File: src/rtl/cnt100_bcd.sv
// Two-digit BCD modulo-100 up/down counter with synchronous saturating load and a
// combinational terminal-count flag for cascading into a following stage.
module cnt100_bcd (
  input  logic       CLK,
  input  logic       RESET_B,
  input  logic       LOAD,
  input  logic       EN,
  input  logic       UP,
  input  logic [7:0] IN,
  output logic [7:0] Q,
  output logic       CNT_99
);

  logic [3:0] units_q, units_d;
  logic [3:0] tens_q,  tens_d;
  logic       units_max, units_min;
  logic       tens_max,  tens_min;

  // Clamp a nibble to a legal decimal digit so Q never holds a non-BCD value.
  function automatic logic [3:0] sat_digit(input logic [3:0] d);
    sat_digit = (d > 4'd9) ? 4'd9 : d;
  endfunction

  assign units_max = (units_q == 4'd9);
  assign units_min = (units_q == 4'd0);
  assign tens_max  = (tens_q  == 4'd9);
  assign tens_min  = (tens_q  == 4'd0);

  always_comb begin
    units_d = units_q;
    tens_d  = tens_q;
    if (LOAD) begin
      // IN is only looked at here, so an undefined IN cannot reach the state.
      units_d = sat_digit(IN[3:0]);
      tens_d  = sat_digit(IN[7:4]);
    end else if (EN) begin
      if (UP) begin
        if (units_max) begin
          units_d = 4'd0;
          tens_d  = tens_max ? 4'd0 : tens_q + 4'd1;
        end else begin
          units_d = units_q + 4'd1;
        end
      end else begin
        if (units_min) begin
          units_d = 4'd9;
          tens_d  = tens_min ? 4'd9 : tens_q - 4'd1;
        end else begin
          units_d = units_q - 4'd1;
        end
      end
    end
  end

  always_ff @(posedge CLK or negedge RESET_B) begin
    if (!RESET_B) begin
      units_q <= 4'd0;
      tens_q  <= 4'd0;
    end else begin
      units_q <= units_d;
      tens_q  <= tens_d;
    end
  end

  assign Q = {tens_q, units_q};

  // Gated by RESET_B so a held-down counter never signals a wrap to the next stage.
  assign CNT_99 = RESET_B & EN & ~LOAD &
                  ((UP & tens_max & units_max) | (~UP & tens_min & units_min));

endmodule

File: config.mk
export PLATFORM = sky130hd
export DESIGN_NAME = cnt100_bcd
export DESIGN_NICKNAME = d
export VERILOG_FILES = /design/src/rtl/cnt100_bcd.sv
export SDC_FILE = /design/constraint.sdc
export NUM_CORES = 1
export LEC_CHECK = 0
export ABC_AREA = 1
export BUFFER_PORTS_ARGS = -buffer_cell sky130_fd_sc_hd__buf_2
export CORE_UTILIZATION = 50
export CTS_CLUSTER_SIZE = 14
export DETAILED_ROUTE_END_ITERATION = 10
export PLACE_DENSITY = 0.77
export SYNTH_ARGS = -nofsm -noshare
export SYNTH_HDL_FRONTEND = slang
export SYNTH_SLANG_ARGS = --single-unit
File: constraint.sdc
create_clock -name CLK -period 1.6 [get_ports CLK]
set_clock_uncertainty 0.1 [all_clocks]
set_input_delay 0.08 -clock CLK [delete_from_list [all_inputs] [get_ports CLK]]
set_output_delay 0.08 -clock CLK [all_outputs]
set_load 0.1 [all_outputs]
==> results.sh <==
export IMPL_diodes=0
export IMPL_fill_cells=110
export IMPL_min_period_over_period_pct=105
export IMPL_syn_inst=126
export IMPL_critPathMaxStageDelay_ns=0.51
export IMPL_cp_data_required_time_ns=1.42
export IMPL_drv_slew=0
export IMPL_gp_congestion=0.874
export IMPL_p_int_w=0.000540
export IMPL_fp_dieH_um=41.0
export IMPL_groute_usage_overall_pct=28.7
export IMPL_antenna_found_initial=0
export IMPL_wire_per_inst_um=13.4
export IMPL_ioPinCount=22
export IMPL_cp_start_kind="register"
export IMPL_numPortBuffers=21
export IMPL_multi_input_area_um2=515
export IMPL_cts_buffers=3
export IMPL_min_period_ns=1.69
export IMPL_leakage_nw=0.522
export IMPL_dpl_worst_slack_ns=0.125
export IMPL_clockBufferDepth=2
export IMPL_crit_fanout=3
export IMPL_vias=940
export IMPL_ir_drop_mv=0.820
export IMPL_layout_commonest_cell="nand2_1"
export IMPL_grt_pass1_vias=709
export IMPL_clkPwrFrac_pct=11.8
export IMPL_p_comb_share_pct=60.8
export IMPL_cp_arrival_ns=1.51
export IMPL_relSlewSlack_pct=67.6
export IMPL_clockRootBuffer="clkbuf_4"
export IMPL_p_per_area_mw_per_mm2=1240
export IMPL_hold_viol_final=0
export IMPL_p_sw_share_pct=57.9
export IMPL_drcViolationCount=0
export IMPL_netlist_area_um2=762
export IMPL_ys_warnings_count=0
export IMPL_switching_power_w=0.000742
export IMPL_ys_seq_area_share_pct=26.3
export IMPL_firstDrtPassIters=4
export IMPL_synth_distinct_cells=21
export IMPL_setup_viol=1
export IMPL_core_mm2=0.00137
export IMPL_end_kind="output pin"
export IMPL_std_cell_rows=13
export IMPL_drive_gt1_share_pct=39.6
export IMPL_htree_levels=1
export IMPL_grt_max_degree=11
export IMPL_fin_ws_ns=-0.0872
export IMPL_regArea_um2=225
export IMPL_cts_tree="yes"
export IMPL_violations="negative setup slack"
export IMPL_mostFrequentLayoutCells="nand2_1, buf_2, nand3_1"
export IMPL_final_util_pct=75.5
export IMPL_dieArea_mm2=0.00168
export IMPL_rsz0062_at_grt="true"
export IMPL_drt_initial_drc_count=57
export IMPL_syn_to_final_growth_pct=35.3
export IMPL_final_nets=169
export IMPL_viasPerCell=5.56
export IMPL_start_util_pct=55.8
export IMPL_synth_seq_cells=8
export IMPL_die_w_um=41.0
export IMPL_outcome="finished, violations left"
export IMPL_clock_latency_ns=0.25
export IMPL_tns_ns=-0.0872
export IMPL_max_freq_ghz=0.593
export IMPL_post_dp_hpwl_um=1550
export IMPL_syn_avg_cell_area_um2=6.05
export IMPL_path_clk_slew_ns=0.05
export IMPL_seq_power_share_pct=27.4
export IMPL_grt_pass1_wl_um=3050
export IMPL_grt_remaining_overflow=0
export IMPL_hold_slack_ns=0.0542
export IMPL_slowest_stage="dfrtp_4"
export IMPL_drt_wl_total_um=2260
export IMPL_crit_type="register to output pin"
export IMPL_crit_chain="inv_4, nand2_4, nor2_2, nand4_1, a21oi_4, buf_12"
export IMPL_drv_cap=0
export IMPL_hp_class="input pin to register"
export IMPL_drtAntennaViolNets=0
export IMPL_cts_sinks=8
export IMPL_syn_num_nets=139
export IMPL_worst_pin_slew_ns=0.490
## layout make-up
class,count,share of cell area [%]
multi-input cells,98,50.0
flip-flops and latches,8,21.8
repair buffers,26,16.3
inverters,19,7.89
clock buffers,3,2.18
well taps,15,1.82
## registers in the layout, indices dropped and copies added, names as in the netlist
register / flops
units_q: 4
tens_q: 4
## cells by family after synthesis
| kind of cell | count (synthesis) | share of synthesized area [%] |
|---|---|---|
| AOI/OAI and AO/OA | 17 | 13.3 |
| buffers and inverters | 20 | 11.5 |
| DFF | 8 | 26.3 |
| and+or+nand+nor | 81 | 48.9 |
## worst max-delay path: cells and delay by family, from the launching register on
family | cells | cell delay (ns)
DFF | 1 | 0.51
and+or+nand+nor | 3 | 0.27
AOI/OAI and AO/OA | 1 | 0.20
buffers and inverters | 2 | 0.27
## synth_stat cells
| cell | instances | share of area, % |
|---|---|---|
| a21oi_1 | 5 | 3.3 |
| a21oi_2 | 1 | 1.1 |
| a22oi_1 | 1 | 0.99 |
| a31oi_1 | 1 | 0.82 |
| buf_6 | 1 | 1.5 |
| dfrtp_1 | 8 | 26 |
| inv_1 | 12 | 5.9 |
| inv_2 | 5 | 2.5 |
| inv_4 | 2 | 1.6 |
| nand2_1 | 42 | 21 |
| nand2_2 | 3 | 2.5 |
| nand3_1 | 14 | 9.2 |
| nand3_4 | 1 | 2.3 |
| nand4_1 | 6 | 4.9 |
| nor2_1 | 11 | 5.4 |
| nor2_2 | 3 | 2.5 |
| nor2_4 | 1 | 1.5 |
| o211ai_1 | 2 | 2.0 |
| o21ai_0 | 5 | 3.3 |
| o21ai_1 | 1 | 0.66 |
| o21ai_2 | 1 | 1.1 |
## final timing paths
| check | start | end | slack (ns) | cells past startpoint |
|---|---|---|---|---|
| setup / recovery | units_q[2] | CNT_99 | -0.09 | 6 |
| hold / removal | IN[3] | units_q[0] | 0.05 | 3 |
| setup reg to reg | units_q[0] | units_q[1] | 0.11 | 8 |
| hold reg to reg | tens_q[2] | tens_q[2] | 0.49 | 2 |
| max in group asynchronous | RESET_B | tens_q[0] | 0.92 | 2 |
| min in group asynchronous | RESET_B | units_q[2] | 0.18 | 2 |
## repair_timing
action	in CTS	in global routing
setup endpoints to repair	1	2
gates cloned	0	0
pin swaps	2	3
buffers inserted	4	0
resized for setup	2	9
hold buffers	1	0
endpoints found under the hold margin	8	0
## layer usage
| layer | global-route usage (%) | part of all wire (%) | up-vias |
|---|---|---|---|
| met1 | 43.2 | 44 | 426 |
| met3 | 3.80 | 7.6 | 0 |
| met2 | 42.6 | 48 | 47 |
| met5 | 0 | 0 | - |
| li1 | - | - | 467 |
| met4 | 7.50 | 0 | 0 |
## power groups by stage
stage	combinational, W	sequential, W	clock, W
3_3_place_gp	0.000697	0.000350	0
6_report	0.000779	0.000351	0.000151
3_5_place_dp	0.000702	0.000354	0
5_1_grt	0.000835	0.000353	0.000165
2_1_floorplan	0.000272	0.000645	0
4_1_cts	0.000750	0.000335	0.000159
## stage by stage
step | std cells | area [µm²] | total power [W]
after global routing | 169 | 1030 | 0.00135
final | 169 | 1030 | 0.00128
after CTS | 169 | 1000 | 0.00124
after detailed placement | 161 | 933 | 0.00106
after global placement | 161 | 933 | 0.00105
after floorplan | 126 | 806 | 0.000918
No activity file was read; power rests on OpenSTA's default activity.
